**src/rtl/red_pitaya_pwm_pkg.sv**
```systemverilog
// Shared definitions for the PWM demodulator: default frame geometry,
// the lock state encoding and the bit positions inside err_o.
package red_pitaya_pwm_pkg;

  localparam logic [7:0] FULL_DEF   = 8'd255;
  localparam int         NFRAME_DEF = 16;

  typedef enum logic {
    HUNT = 1'b0,
    RUN  = 1'b1
  } state_t;

  localparam int ERR_SYNC = 0;
  localparam int ERR_EDGE = 1;

endpackage

```
**src/rtl/red_pitaya_pwm_sync2ff.sv**
```systemverilog
// Two-flop synchronizer for asynchronous single-bit inputs.
// Only compiled when PWM_DEMOD_SYNC_EN is defined.
`ifdef PWM_DEMOD_SYNC_EN
module red_pitaya_pwm_sync2ff (
  input  logic clk,
  input  logic rst,
  input  logic d,
  output logic q
);

  logic meta;

  // Shift the input through two flops to settle metastability.
  always_ff @(posedge clk) begin
    if (rst) begin
      meta <= 1'b0;
      q    <= 1'b0;
    end else begin
      meta <= d;
      q    <= meta;
    end
  end

endmodule
`endif

```
**src/rtl/red_pitaya_pwm_demod.sv**
```systemverilog
// PWM demodulator: recovers per-frame high counts and the metacycle sum
// from a dithered PWM stream plus its frame-sync pulse.
// Optional: define PWM_DEMOD_SYNC_EN to pass pwm_i/sync_i through 2-FF
// synchronizers (adds two cycles to every latency).
module red_pitaya_pwm_demod
  import red_pitaya_pwm_pkg::*;
#(
  parameter logic [7:0] FULL   = FULL_DEF,
  parameter int         NFRAME = NFRAME_DEF
) (
  input  logic        clk,
  input  logic        rst,
  input  logic        pwm_i,
  input  logic        sync_i,
  input  logic        clr_i,
  output logic [8:0]  frame_o,
  output logic        frame_valid_o,
  output logic [12:0] sum_o,
  output logic        sum_valid_o,
  output logic        lock_o,
  output logic [1:0]  err_o
);

  localparam int             FW        = (NFRAME > 1) ? $clog2(NFRAME) : 1;
  localparam logic [FW-1:0]  FIDX_LAST = FW'(NFRAME - 1);
  localparam logic [7:0]     FCNT_PEN  = FULL - 8'd1;

  logic pwm_bit;
  logic sync_bit;

`ifdef PWM_DEMOD_SYNC_EN
  red_pitaya_pwm_sync2ff u_sync_pwm  (.clk(clk), .rst(rst), .d(pwm_i),  .q(pwm_bit));
  red_pitaya_pwm_sync2ff u_sync_sync (.clk(clk), .rst(rst), .d(sync_i), .q(sync_bit));
`else
  assign pwm_bit  = pwm_i;
  assign sync_bit = sync_i;
`endif

  state_t        state, state_next;
  logic          pend, pend_next;
  logic [7:0]    fcnt, fcnt_next;
  logic [FW-1:0] fidx, fidx_next;
  logic [8:0]    hcnt, hcnt_next;
  logic [12:0]   acc, acc_next;
  logic          prev, prev_next;
  logic          rise_seen, rise_seen_next;
  logic [8:0]    frame_next;
  logic          frame_valid_next;
  logic [12:0]   sum_next;
  logic          sum_valid_next;
  logic [1:0]    err_next;
  logic [8:0]    frame_cnt;
  logic          rise;
  logic          aligned;

  assign frame_cnt = hcnt + {8'd0, pwm_bit};
  assign rise      = pwm_bit & ~prev;
  assign aligned   = !pend && (fcnt == FCNT_PEN) && (fidx == FIDX_LAST);
  assign lock_o    = (state == RUN);

  // Next-state and datapath decisions: (re)alignment on sync, one dead
  // cycle after alignment, then frame/metacycle counting with strobes.
  always_comb begin
    state_next       = state;
    pend_next        = pend;
    fcnt_next        = fcnt;
    fidx_next        = fidx;
    hcnt_next        = hcnt;
    acc_next         = acc;
    prev_next        = pwm_bit;
    rise_seen_next   = rise_seen;
    frame_next       = frame_o;
    frame_valid_next = 1'b0;
    sum_next         = sum_o;
    sum_valid_next   = 1'b0;
    err_next         = clr_i ? 2'b00 : err_o;

    case (state)
      HUNT: begin
        if (sync_bit) begin
          state_next     = RUN;
          pend_next      = 1'b1;
          fcnt_next      = 8'd0;
          fidx_next      = '0;
          hcnt_next      = 9'd0;
          acc_next       = 13'd0;
          rise_seen_next = 1'b0;
        end
      end
      RUN: begin
        if (sync_bit && !aligned) begin
          err_next[ERR_SYNC] = 1'b1;
          pend_next          = 1'b1;
          fcnt_next          = 8'd0;
          fidx_next          = '0;
          hcnt_next          = 9'd0;
          acc_next           = 13'd0;
          rise_seen_next     = 1'b0;
        end else if (pend) begin
          pend_next = 1'b0;
        end else begin
          if (rise && rise_seen) begin
            err_next[ERR_EDGE] = 1'b1;
          end
          if (fcnt == FULL) begin
            frame_next       = frame_cnt;
            frame_valid_next = 1'b1;
            hcnt_next        = 9'd0;
            fcnt_next        = 8'd0;
            rise_seen_next   = 1'b0;
            if (fidx == FIDX_LAST) begin
              sum_next       = acc + 13'(frame_cnt);
              sum_valid_next = 1'b1;
              acc_next       = 13'd0;
              fidx_next      = '0;
            end else begin
              acc_next  = acc + 13'(frame_cnt);
              fidx_next = fidx + FW'(1);
            end
          end else begin
            hcnt_next      = frame_cnt;
            fcnt_next      = fcnt + 8'd1;
            rise_seen_next = rise_seen | rise;
          end
        end
      end
      default: state_next = HUNT;
    endcase
  end

  // Lock state register.
  always_ff @(posedge clk) begin
    if (rst) state <= HUNT;
    else     state <= state_next;
  end

  // Counters, accumulator, registered outputs and sticky error flags.
  always_ff @(posedge clk) begin
    if (rst) begin
      pend          <= 1'b0;
      fcnt          <= 8'd0;
      fidx          <= '0;
      hcnt          <= 9'd0;
      acc           <= 13'd0;
      prev          <= 1'b0;
      rise_seen     <= 1'b0;
      frame_o       <= 9'd0;
      frame_valid_o <= 1'b0;
      sum_o         <= 13'd0;
      sum_valid_o   <= 1'b0;
      err_o         <= 2'b00;
    end else begin
      pend          <= pend_next;
      fcnt          <= fcnt_next;
      fidx          <= fidx_next;
      hcnt          <= hcnt_next;
      acc           <= acc_next;
      prev          <= prev_next;
      rise_seen     <= rise_seen_next;
      frame_o       <= frame_next;
      frame_valid_o <= frame_valid_next;
      sum_o         <= sum_next;
      sum_valid_o   <= sum_valid_next;
      err_o         <= err_next;
    end
  end

endmodule

```
**config.mk**
```make
export PLATFORM = sky130hd
export DESIGN_NAME = red_pitaya_pwm_demod
export DESIGN_NICKNAME = d
export VERILOG_FILES = /design/src/rtl/red_pitaya_pwm_pkg.sv /design/src/rtl/red_pitaya_pwm_sync2ff.sv /design/src/rtl/red_pitaya_pwm_demod.sv
export SDC_FILE = /design/constraint.sdc
export NUM_CORES = 1
export LEC_CHECK = 0
export ABC_AREA = 1
export CAP_MARGIN = 15
export CORE_MARGIN = 1.5
export CORE_UTILIZATION = 60
export DETAILED_ROUTE_END_ITERATION = 8
export PLACE_DENSITY = 0.92
export SKIP_LAST_GASP = 1
export SLEW_MARGIN = 20
export SYNTH_ARGS = -nofsm -noshare
export SYNTH_HDL_FRONTEND = slang
export SYNTH_SLANG_ARGS = --single-unit
```
**constraint.sdc**
```tcl
create_clock -name clk -period 5.1 [get_ports clk]
set_input_delay 1.02 -clock clk [delete_from_list [all_inputs] [get_ports clk]]
set_output_delay 1.02 -clock clk [all_outputs]
set_load 0.01 [all_outputs]
```
==> out/results.ini <==
[status]
outcome = finished clean

[synth]
synth_area_leaders = dfxtp_1 (37%), nand2_1 (13%), nand3_1 (6.6%)
ys_seq_area_share_pct = 37.5
yosysTopAreaCell = dfxtp_1
syn_inst = 462
async_flop_share_pct = 0
syn_area_um2 = 3420
synth-seq-cells = 64
synth-edff-count = 0
yosys_most_used_dff = dfxtp_1
ys.warnings.count = 0
syn_avg_cell_area_um2 = 7.40
synthDistinctLibCells = 41
synth_top_area_share_pct = 37.5
synth_nets = 482

[setup_path]
endpoint_kind = flip-flop
cp_max_fo = 4
cp_data_arrival_time_ns = 3.61
crit_slowest_cell = clkdlybuf4s50_1
worstSetupPathType = in2reg
startpoint_type = input pin
max_stage_delay_ns = 0.50
required_ns = 5.32
path_cells = clkdlybuf4s50_1 > ha_1 > ha_1 > nand2_1 > nor2_1 > nand3_1 > nand2_1 > inv_1 > ha_1 > a21oi_1 > nand2_1 > a21oi_1 > xor2_1 > o21ai_0

[global_route]
grt_pass1_wl_um = 13000
grt_max_degree = 33
antenna_found_initial = 0
grt-ovfl-total = 0
track_usage_pct = 27.0
grt_pass1_vias = 2918

[clock_tree]
hold_buffers = 0
max-clock-path-buffers = 2
numCtsBuffers = 9
cts_root_buffer = clkbuf_8
cts.sinks = 64
clk_pin_slew_ns = 0.08
ctsResizeCount = 0
clk_latency_ns = 0.35
cts_tree = done
post_cts_buffers = 0
cts_max_level = 3

[timing]
timing.final.crit_share_pct = 66.4
hold_slack_ns = 0.471
worstMarginPinSlew_ns = 0.920
rsz0062_at_grt = false
period_needed_ns = 3.38
clock_skew_ns = 0.00659
final_hold_viol_count = 0
max_clock_freq_mhz = 295
setup_viol = 0
setup_ws_ns = 1.72
tns_ns = 0
slew_violations = 0
max_slew_margin_pct = 38.6

[finish]
nNetsFinal = 513
antenna_cells = 0
final_core_util_pct = 72.3
regArea_um2 = 1280
drive_gt1_share_pct = 9.84
final_cells = 570
fillerInstances = 403
multi_input_area_um2 = 1800
syn_to_final_growth_pct = 16.4

[routing]
routed_wl_um = 7670
first_pass_iters = 6
drt-wirelength-per-cell_um = 13.5
antenna_left = 0
vias_per_cell = 5.50
drc = 0
vias = 3135
drtIter0Drc = 239

[pwr]
power_density_nw_per_um2 = 282
peakVddDrop_v = 0.000218
power_leakage_nw = 1.72

[placement]
hpwl_um = 5260
dp.cells = 554
place_congestion = 0.872
io_buffers = 31
place_ws_ns = 1.37

[floorplanning]
fp-row-count = 27
die_area_um2 = 6160
core_um2 = 5510
die_w_um = 78.5
start_util_pct = 62.1
num_io_pins = 32
die_h_um = 78.5

[run]
drv_cap = 0

[hold_path]
hp-class = reg2reg

cell usage after synthesis (4+ instances only):
| master | instances |
|---|---|
| a21oi_1 | 43 |
| a21oi_2 | 7 |
| clkbuf_1 | 4 |
| dfxtp_1 | 64 |
| ha_1 | 14 |
| inv_1 | 55 |
| nand2_1 | 118 |
| nand3_1 | 45 |
| nand4_1 | 9 |
| nor2_1 | 29 |
| o21ai_0 | 16 |
| xnor2_1 | 5 |
| xor2_1 | 9 |
worst max-delay path: cells and delay by family:
kind	cells	cell delay, ns
buf+inv	2	0.58
compound gates	3	0.51
xor+xnor	1	0.29
simple gates	5	0.48
fa+ha+maj	3	0.74
cell families (layout without fill, tap and decap cells):
logic type | Yosys count | after routing | share of synthesized area, %
buffers and inverters | 73 | 109 | 9.95
AO/OA/AOI/OAI | 76 | 76 | 12.8
XOR/XNOR | 14 | 14 | 3.59
adder cells (fa/ha/maj) | 15 | 15 | 5.71
flip-flops | 64 | 64 | 37.5
AND/OR/NAND/NOR | 220 | 220 | 30.5
registers in the layout, summed over array words and instances, names as in the netlist:
register / count
frame_valid_o: 1
pend: 1
frame_o: 9
sum_valid_o: 1
fcnt: 8
fidx: 4
hcnt: 9
err_o: 2
rise_seen: 1
lock_o: 1
prev: 1
sum_o: 13
acc: 13
routing by layer:
layer / share of wire (%) / up-vias / routed length, um / GRT usage (%)
met2: 49 / 125 / 3760 / 46.3
li1: - / 1562 / - / -
met4: 2.8 / 0 / 218 / 13.0
met5: 0 / - / 0 / 0
met1: 42 / 1429 / 3220 / 32.5
met3: 6.2 / 19 / 474 / 5.12
final timing paths:
path,depth (start not counted),slack (ns),startpoint,to
max reg2reg,13,2.54,hcnt[0]$_SDFFE_PP0P_,acc[7]$_SDFFE_PP0P_
min,2,0.47,frame_o[0]$_SDFFE_PP0P_,frame_o[0]$_SDFFE_PP0P_
max,14,1.72,pwm_i,acc[7]$_SDFFE_PP0P_
min reg2reg,2,0.47,frame_o[0]$_SDFFE_PP0P_,frame_o[0]$_SDFFE_PP0P_
cells in the final DEF (no fill, tap or decap), drive strengths merged:
| cell type | synthesis | final |
|---|---|---|
| buf | 8 | 2 |
| xor2 | 9 | 9 |
| or2 | 1 | 1 |
| clkdlybuf4s50 | 0 | 31 |
| inv | 58 | 59 |
| nand4 | 10 | 10 |
| o211a | 1 | 1 |
| o21ai | 18 | 18 |
| nand2 | 124 | 124 |
| clkbuf | 5 | 10 |
| nand3 | 48 | 48 |
| fa | 1 | 1 |
| a211oi | 1 | 1 |
| o211ai | 1 | 1 |
| bufinv | 0 | 3 |
| clkinv | 2 | 3 |
| nor3b | 1 | 1 |
| dfxtp | 64 | 64 |
| nor3 | 1 | 1 |
| ha | 14 | 14 |
| clkinvlp | 0 | 1 |
| a21oi | 50 | 50 |
| nor4 | 1 | 1 |
| nor2 | 33 | 33 |
| o21bai | 2 | 2 |
| xnor2 | 5 | 5 |
| a21o | 3 | 3 |
| and3 | 1 | 1 |
where the power goes:
group	total, W	internal, W	switching (W)
Sequential	0.000508	0.000504	0.00000426
Combinational	0.0000541	0.0000153	0.0000389
Clock	0.000558	0.000340	0.000218
metrics by stage:
step	area, um^2	power (W)
2_1_floorplan	3420	0.000559
3_3_place_gp	3730	0.000571
3_5_place_dp	3730	0.000572
4_1_cts	3980	0.00112
5_1_grt	3980	0.00115
6_report	3980	0.00112
area by class of cell:
class,instances,area share [%]
Inverter,60,5.82
Tap cell,72,2.26
Multi-Input combinational cell,325,45.2
Sequential cell,64,32.2
Timing Repair Buffer,33,8.18
Clock inverter,6,2.89
Clock buffer,10,3.46
Power figures use the tool's default switching activity.
